File: config.mk
export PLATFORM = sky130hd
export DESIGN_NAME = aes_instr_scheduler
export DESIGN_NICKNAME = d
export VERILOG_FILES = /design/src/rtl/aes_instr_scheduler.sv
export SDC_FILE = /design/constraint.sdc
export NUM_CORES = 1
export LEC_CHECK = 0
export ABC_AREA = 0
export BUFFER_PORTS_ARGS = -buffer_cell sky130_fd_sc_hd__buf_2
export CAP_MARGIN = 20
export CELL_PAD_IN_SITES_DETAIL_PLACEMENT = 1
export CELL_PAD_IN_SITES_GLOBAL_PLACEMENT = 2
export CORE_ASPECT_RATIO = 0.8
export CORE_MARGIN = 4
export CORE_UTILIZATION = 30
export DETAILED_ROUTE_END_ITERATION = 10
export PLACE_DENSITY_LB_ADDON = 0.08
export SYNTH_ARGS = -nofsm -noshare
export SYNTH_HDL_FRONTEND = slang
export SYNTH_SLANG_ARGS = --single-unit
File: constraint.sdc
create_clock -name clk_i -period 5.72 [get_ports clk_i]
set_input_delay 1.716 -clock clk_i [delete_from_list [all_inputs] [get_ports clk_i]]
set_output_delay 1.716 -clock clk_i [all_outputs]
set_load 0.01 [all_outputs]
File: src/rtl/aes_instr_scheduler.sv
// In-order issue queue and head FSM feeding a shared combinational AES32 datapath.
// Entries execute strictly in order once committed; killed heads are dropped without a result.
module aes_instr_scheduler #(
  parameter int unsigned DEPTH      = 4,
  parameter int unsigned X_ID_WIDTH = 4
) (
  input  logic                  clk_i,
  input  logic                  rst_ni,
  input  logic                  issue_valid_i,
  output logic                  issue_ready_o,
  input  logic [X_ID_WIDTH-1:0] issue_id_i,
  input  logic [1:0]            issue_op_i,
  input  logic [1:0]            issue_bs_i,
  input  logic [4:0]            issue_rd_i,
  input  logic [31:0]           issue_rs1_i,
  input  logic [31:0]           issue_rs2_i,
  input  logic                  commit_valid_i,
  input  logic [X_ID_WIDTH-1:0] commit_id_i,
  input  logic                  commit_kill_i,
  output logic                  dp_valid_o,
  output logic [1:0]            dp_op_o,
  output logic [1:0]            dp_bs_o,
  output logic [31:0]           dp_rs1_o,
  output logic [31:0]           dp_rs2_o,
  input  logic [31:0]           dp_data_i,
  output logic                  result_valid_o,
  input  logic                  result_ready_i,
  output logic [X_ID_WIDTH-1:0] result_id_o,
  output logic [4:0]            result_rd_o,
  output logic [31:0]           result_data_o,
  output logic                  busy_o
);
  localparam int unsigned PtrW = (DEPTH > 1) ? $clog2(DEPTH) : 1;
  localparam int unsigned CntW = $clog2(DEPTH + 1);

  typedef enum logic [1:0] {StIdle, StExec, StResp} state_e;

  logic [X_ID_WIDTH-1:0] id_q  [DEPTH];
  logic [1:0]            op_q  [DEPTH];
  logic [1:0]            bs_q  [DEPTH];
  logic [4:0]            rd_q  [DEPTH];
  logic [31:0]           rs1_q [DEPTH];
  logic [31:0]           rs2_q [DEPTH];

  logic [DEPTH-1:0] valid_q, valid_d, committed_q, committed_d, killed_q, killed_d;
  logic [PtrW-1:0]  wr_ptr_q, wr_ptr_d, rd_ptr_q, rd_ptr_d;
  logic [CntW-1:0]  count_q, count_d;
  state_e           state_q, state_d;

  logic [X_ID_WIDTH-1:0] res_id_q, res_id_d;
  logic [4:0]            res_rd_q, res_rd_d;
  logic [31:0]           res_data_q, res_data_d;

  logic            push, pop, head_valid, match_found;
  logic [PtrW-1:0] match_idx, scan_idx;

  assign issue_ready_o  = (count_q != CntW'(DEPTH));
  assign push           = issue_valid_i & issue_ready_o;
  assign head_valid     = valid_q[rd_ptr_q];
  assign result_valid_o = (state_q == StResp);
  assign result_id_o    = res_id_q;
  assign result_rd_o    = res_rd_q;
  assign result_data_o  = res_data_q;
  assign busy_o         = (|valid_q) | (state_q != StIdle);

  // Scan from the head so the oldest eligible entry takes the commit notice.
  always_comb begin
    match_found = 1'b0;
    match_idx   = '0;
    scan_idx    = '0;
    for (int unsigned k = 0; k < DEPTH; k++) begin
      scan_idx = rd_ptr_q + PtrW'(k);
      if (!match_found && valid_q[scan_idx] && !committed_q[scan_idx] &&
          !killed_q[scan_idx] && (id_q[scan_idx] == commit_id_i)) begin
        match_found = 1'b1;
        match_idx   = scan_idx;
      end
    end
  end

  always_comb begin
    valid_d     = valid_q;
    committed_d = committed_q;
    killed_d    = killed_q;
    if (pop) begin
      valid_d[rd_ptr_q]     = 1'b0;
      committed_d[rd_ptr_q] = 1'b0;
      killed_d[rd_ptr_q]    = 1'b0;
    end
    if (push) begin
      valid_d[wr_ptr_q]     = 1'b1;
      committed_d[wr_ptr_q] = 1'b0;
      killed_d[wr_ptr_q]    = 1'b0;
    end
    // A notice with no queued match may target the entry being pushed this cycle.
    if (commit_valid_i) begin
      if (match_found) begin
        if (commit_kill_i) killed_d[match_idx] = 1'b1;
        else               committed_d[match_idx] = 1'b1;
      end else if (push && (issue_id_i == commit_id_i)) begin
        if (commit_kill_i) killed_d[wr_ptr_q] = 1'b1;
        else               committed_d[wr_ptr_q] = 1'b1;
      end
    end
  end

  always_comb begin
    wr_ptr_d = push ? wr_ptr_q + PtrW'(1) : wr_ptr_q;
    rd_ptr_d = pop  ? rd_ptr_q + PtrW'(1) : rd_ptr_q;
    count_d  = count_q + CntW'(push) - CntW'(pop);
  end

  always_comb begin
    state_d    = state_q;
    pop        = 1'b0;
    dp_valid_o = 1'b0;
    dp_op_o    = '0;
    dp_bs_o    = '0;
    dp_rs1_o   = '0;
    dp_rs2_o   = '0;
    res_id_d   = res_id_q;
    res_rd_d   = res_rd_q;
    res_data_d = res_data_q;
    unique case (state_q)
      StIdle: begin
        if (head_valid && killed_q[rd_ptr_q])         pop = 1'b1;
        else if (head_valid && committed_q[rd_ptr_q]) state_d = StExec;
      end
      StExec: begin
        dp_valid_o = 1'b1;
        dp_op_o    = op_q[rd_ptr_q];
        dp_bs_o    = bs_q[rd_ptr_q];
        dp_rs1_o   = rs1_q[rd_ptr_q];
        dp_rs2_o   = rs2_q[rd_ptr_q];
        res_id_d   = id_q[rd_ptr_q];
        res_rd_d   = rd_q[rd_ptr_q];
        res_data_d = dp_data_i;
        state_d    = StResp;
      end
      StResp: begin
        if (result_ready_i) begin
          pop     = 1'b1;
          state_d = StIdle;
        end
      end
      default: state_d = StIdle;
    endcase
  end

  // Payload needs no reset: it is only observed while the matching valid flag is set.
  always_ff @(posedge clk_i) begin
    if (push) begin
      id_q[wr_ptr_q]  <= issue_id_i;
      op_q[wr_ptr_q]  <= issue_op_i;
      bs_q[wr_ptr_q]  <= issue_bs_i;
      rd_q[wr_ptr_q]  <= issue_rd_i;
      rs1_q[wr_ptr_q] <= issue_rs1_i;
      rs2_q[wr_ptr_q] <= issue_rs2_i;
    end
  end

  always_ff @(posedge clk_i or negedge rst_ni) begin
    if (!rst_ni) begin
      valid_q     <= '0;
      committed_q <= '0;
      killed_q    <= '0;
      wr_ptr_q    <= '0;
      rd_ptr_q    <= '0;
      count_q     <= '0;
      state_q     <= StIdle;
      res_id_q    <= '0;
      res_rd_q    <= '0;
      res_data_q  <= '0;
    end else begin
      valid_q     <= valid_d;
      committed_q <= committed_d;
      killed_q    <= killed_d;
      wr_ptr_q    <= wr_ptr_d;
      rd_ptr_q    <= rd_ptr_d;
      count_q     <= count_d;
      state_q     <= state_d;
      res_id_q    <= res_id_d;
      res_rd_q    <= res_rd_d;
      res_data_q  <= res_data_d;
    end
  end

endmodule

# Yosys cells after proc, flatten, opt, wreduce, memory -nomap -nowiden
# Memory sizes are Yosys's and may differ from the RTL's. A register that Yosys moved wholly into a read port is not among the register bits.
# Cells that the tools add are included.
[totals]
ramBits = 308
out_inout_bits = 113
mem_count = 6
wordCells = 160
in_bits = 119
regBits = 57
[mem_list]
columns = ["memory", "depth", "word_bits", "rd", "rd_clocked_by_memory_dff", "write_ports", "line", "source"]
rows = [
  ["rs1_q", 4, 32, 1, 0, 1, "42", "logic [31:0] rs1_q [DEPTH];"],
  ["rs2_q", 4, 32, 1, 0, 1, "43", "logic [31:0] rs2_q [DEPTH];"],
  ["rd_q", 4, 5, 1, 1, 1, "41", "logic [4:0] rd_q [DEPTH];"],
  ["id_q", 4, 4, 4, 0, 1, "38", "logic [X_ID_WIDTH-1:0] id_q [DEPTH];"],
  ["bs_q", 4, 2, 1, 0, 1, "40", "logic [1:0] bs_q [DEPTH];"],
  ["op_q", 4, 2, 1, 0, 1, "39", "logic [1:0] op_q [DEPTH];"],
]
[classes]
n_lt_le_gt_ge = 9
reduce_logical = 37
bitwise_logic = 14
eq_ne = 11
muxes = 68
n_addsub = 6
[ops]
columns = ["operator", "n"]
rows = [
  ["32-bit two-way mux", 2],
  ["4-bit two-way mux", 16],
  ["1-bit binary-select mux with 2-bit select", 12],
  ["1-bit two-way mux", 24],
  ["1-bit logical AND", 21],
  ["4-bit AND", 5],
  ["4-bit equality test", 5],
  ["4-bit bitwise OR", 5],
  ["2-bit by 3-bit less-than comparator with 1-bit output, second input constant", 6],
  ["2-bit two-way mux", 9],
  ["1-bit logical NOT", 12],
  ["4-bit inverter", 2],
  ["1-bit demux with 2-bit select", 3],
  ["2-bit by 1-bit greater-or-equal comparator with 1-bit output, second input constant", 3],
  ["2-bit one-hot mux with 3 select lines", 1],
  ["2-bit by 1-bit adder with 2-bit output, second input constant", 2],
  ["2-bit adder, second input constant", 2],
  ["2-bit inequality test, second input constant", 2],
  ["4-bit OR reduction", 1],
  ["3-bit by 1-bit adder with 3-bit output", 1],
  ["3-bit inequality test, second input constant", 1],
  ["3-bit AND reduction", 1],
  ["3-bit by 1-bit subtractor with 3-bit output", 1],
  ["2-bit by 1-bit equality test with 1-bit output, second input constant", 1],
  ["other kinds (7)", 7],
]

# Longest topological paths before layout
[logic_depth]
depth_word = 33
ltp_mapped = 13
mapped_depth_nobuf = 11

# Least setup slack after synthesis
# Ideal clock, no wire load.
[synth_timing]
path_kind = "input to register"
startpoint = "input issue_valid_i"
endpoint = "memory bs_q[1][0] (enable)"
path_buffers = 1
required_ns = 5.206
arrival_time_ns = 5.428
setup_time_ns = 0.514
path_slack_ns = -0.222
stages = 4
path_cell_list = "and2_1 clkbuf_1 inv_1 nor2_1"
[synth_between]
elab_chain_len = 3
[synth_rtl]
columns = ["element", "line", "source"]
rows = [
  ["start, declared", "9", "input logic issue_valid_i,"],
  ["1-bit AND", "58", "assign push = issue_valid_i & issue_ready_o;"],
  ["1-bit two-way mux", "152", "if (push) begin"],
  ["1-bit two-way mux (implied by the code)", "155", "bs_q[wr_ptr_q] <= issue_bs_i;"],
  ["end, declared", "40", ""],
]
# Every way passes these cells.

# Final worst setup path
[layout_timing]
startpoint = "register rd_ptr_q[1]"
endpoint = "output dp_rs1_o[1]"
[layout_between]
elab_chain_len = 2
[layout_rtl]
columns = ["element", "line", "source"]
rows = [
  ["start, declared", "46", "logic [PtrW-1:0] wr_ptr_q, wr_ptr_d, rd_ptr_q, rd_ptr_d;"],
  ["start signal, assigned", "179", "rd_ptr_q <= rd_ptr_d;"],
  ["memory read 4 x 32 bit", "n/a", ""],
  ["32-bit two-way mux", "124", "unique case (state_q)"],
  ["end, declared", "23", "output logic [31:0] dp_rs1_o,"],
]
# Every way passes these cells.

==> flow_summary.json <==
{
  "fin_area_um2": 18500,
  "period_share_pct": 81.6,
  "fin_cells": 1819,
  "dp_cells": 1743,
  "postCtsHoldBufs": 0,
  "ioPinCount": 232,
  "grt_max_degree": 100,
  "clk_pin_slew_worst_paths_ps": 60,
  "synth.avg_cell_area_um2": 17.5,
  "worst_slew_pin_slew_ps": 951,
  "synth_fp_nets": 996,
  "ys_seq_area_share_pct": 71.2,
  "p_sw_mw": 3.11,
  "synth.distinct_cells": 53,
  "core_um2": 49900,
  "p_leak_nw": 6.94,
  "antenna_found_initial": 9,
  "die_area_um2": 54300,
  "ys_top_cells_by_area": "edfxtp_1, mux4_2, dfrtp_1, nand2_1, and2_1",
  "layout_setup_ws_ps": 1050,
  "setup_viol": 0,
  "area_growth_syn_to_layout_pct": 21.7,
  "maxSlewHeadroom_pct": 36.6,
  "hold_viol_final": 0,
  "grt_use_total_pct": 14.2,
  "rrSetupSlack_ps": 1370,
  "hold_path_class": "reg2reg",
  "sw_frac_of_total_pct": 32.5,
  "synth_top_area_cell": "edfxtp_1",
  "dr.pass1.iters": 4,
  "port_buffers": 231,
  "outcome": "complete, no violations",
  "place_area_um2": 17200,
  "ant_nets": 0,
  "drv_cap": 0,
  "route.vias.total": 8392,
  "seqCellArea_um2": 10800,
  "cp_max_fo": 46,
  "endpoint_kind": "output pin",
  "synth_warnings": 0,
  "ir_drop_uv": 207,
  "hold_start": "result_data_o[11]$_DFFE_PN0P_",
  "drtIter0Drc": 473,
  "grt_pass1_vias": 9278,
  "grt_setup_unrepaired": "false",
  "multi_input_area_um2": 4130,
  "cts_tree": "yes",
  "finalWirelength_mm": 38.7,
  "cts_root_buffer": "clkbuf_16",
  "num-nets-final": 1241,
  "combPwrFrac_pct": 32.4,
  "gr-total-overflow": 0,
  "ys_seq_elements": 370,
  "dpl_worst_slack_ps": 1350,
  "layout-drive-gt1-share_pct": 35.7,
  "synth_edf_count": 308,
  "crit_arrival_ps": 2950,
  "cts.sinks": 370,
  "required_ps": 4000,
  "place_hpwl_mm": 24.2,
  "synth_ff_type": "edfxtp_1",
  "cts_buffers": 41,
  "cts-htree-levels": 2,
  "worstReg2RegStart": "rd_ptr_q[1]$_DFFE_PN0P_",
  "async_flop_share_pct": 16.8,
  "fillers": 5145,
  "dieHeight_um": 209,
  "syn-instance-count": 866,
  "internal-power_mw": 6.45,
  "synthMostInstantiatedCell": "edfxtp_1",
  "die_w_um": 259,
  "cp-start-kind": "flip-flop",
  "post_cts.repair.setup_buffers": 0,
  "synth_common_cells": "edfxtp_1, nand2_1, mux4_2",
  "start_util_pct": 30.4,
  "pwr-share-seq_pct": 41.0,
  "cts_resized": 0,
  "holdPathStages": 2,
  "worstSetupStartpoint": "rd_ptr_q[1]$_DFFE_PN0P_",
  "routedWlPerCell_um": 21.3,
  "drc": 0,
  "num_rows": 73,
  "gp_congestion": 0.747,
  "slew_viol_final": 0,
  "clkPwrFrac_pct": 26.7,
  "r2r_cells": 9,
  "synth.top_cell.area_share_pct": 60.9,
  "clock.fmax_mhz": 214,
  "syn_area_um2": 15200,
  "min_to": "result_data_o[11]$_DFFE_PN0P_",
  "p_per_area_nw_per_um2": 518,
  "vias_per_cell": 4.61,
  "clkLatencyLatePin_ps": 560,
  "clock_skew_ps": 12.1,
  "clockBufferDepth": 3,
  "period_minus_slack_ps": 4670,
  "grt_pass1_wl_mm": 58.9,
  "worstSetupPathType": "reg2out",
  "r2r-end": "committed_q[2]$_DFF_PN0_"
}
## power by group through the flow
stage | clock network [mW] | registers (mW) | logic (mW)
3_5_place_dp | 0 | 3.98 | 3.20
5_1_grt | 2.77 | 3.98 | 3.44
4_1_cts | 2.65 | 3.93 | 3.21
2_1_floorplan | 0 | 3.94 | 2.12
6_report | 2.55 | 3.91 | 3.09
3_3_place_gp | 0 | 3.97 | 3.21
## sequential cells by signal (all words and copies together), names as in the netlist
| name | flops |
|---|---|
| result_id_o | 4 |
| bs_q | 8 |
| result_data_o | 32 |
| rd_q | 20 |
| rs1_q | 128 |
| committed_q | 4 |
| op_q | 8 |
| state_q | 2 |
| wr_ptr_q | 2 |
| killed_q | 4 |
| rs2_q | 128 |
| id_q | 16 |
| valid_q | 4 |
| result_rd_o | 5 |
| rd_ptr_q | 2 |
| count_q | 3 |
## worst max path at each step
| stage | slack [ps] | cells past startpoint | end |
|---|---|---|---|
| global placement | 1490 | 9 | committed_q[2]$_DFF_PN0_ |
| finish | 1050 | 4 | dp_rs1_o[1] |
| detailed placement | 1350 | 9 | committed_q[2]$_DFF_PN0_ |
| global route | 870 | 4 | dp_rs1_o[8] |
| floorplan | -220 | 4 | bs_q[1][0]$_DFFE_PP_ |
| CTS | 930 | 4 | dp_rs1_o[8] |
## per-layer routing
layer | routed length (µm) | GRT usage (%) | part of all wire [%] | vias to the layer above
li1 | - | - | - | 3788
met1 | 17500 | 19.3 | 45 | 4344
met2 | 17900 | 22.4 | 46 | 173
met3 | 2470 | 4.53 | 6.4 | 71
met4 | 707 | 3.31 | 1.8 | 16
met5 | 103 | 0 | 0.27 | -
## critical path, stage by stage, from the launching register on
cell,delay (ps)
dfrtp_4,900
buf_4,700
mux4_2,430
and2_1,170
buf_2,130
## kinds of logic (layout without fill, tap and decap cells)
logic type	count (synthesis)	after routing	synth area share, %
simple gates	261	261	8.32
xor+xnor	29	29	2.04
flops	370	370	71.2
fa+ha+maj	11	11	0.956
buf+inv	63	339	1.75
mux	95	95	13.8
other cells	0	2	0
compound gates	37	37	1.97
## metrics by stage
| stage | hold WS [ps] | power (mW) | utilization, % | setup TNS, ps |
|---|---|---|---|---|
| finish | 467 | 9.56 | 37.0 | 0 |
| global route | 496 | 10.2 | 37.0 | 0 |
| CTS | 472 | 9.79 | 37.0 | 0 |
| detailed placement | 456 | 7.19 | 34.4 | 0 |
| global placement | 453 | 7.17 | 34.4 | 0 |
| floorplan | 468 | 6.07 | - | -34250 |
## area by class of cell
| cell class | count | area share [%] |
|---|---|---|
| inverters | 17 | 0.366 |
| clock buffers | 54 | 6.04 |
| clock inverters | 20 | 0.948 |
| well taps | 675 | 4.57 |
| multi-input cells | 433 | 22.4 |
| repair buffers | 248 | 7.15 |
| flip-flops and latches | 370 | 58.5 |
| diodes | 2 | 0.0271 |
## cell usage in the layout (no fill, tap or decap), types with 10 or more instances in the layout
cell type	count
edfxtp_1	308
xnor2_1	23
clkinv_1	11
clkbuf_1	10
buf_4	14
dfrtp_1	60
mux4_2	86
and2_1	71
nand2_1	146
buf_2	231
nor2_1	14
inv_1	13
ha_1	10
clkbuf_16	42
Power figures use the tool's default switching activity.
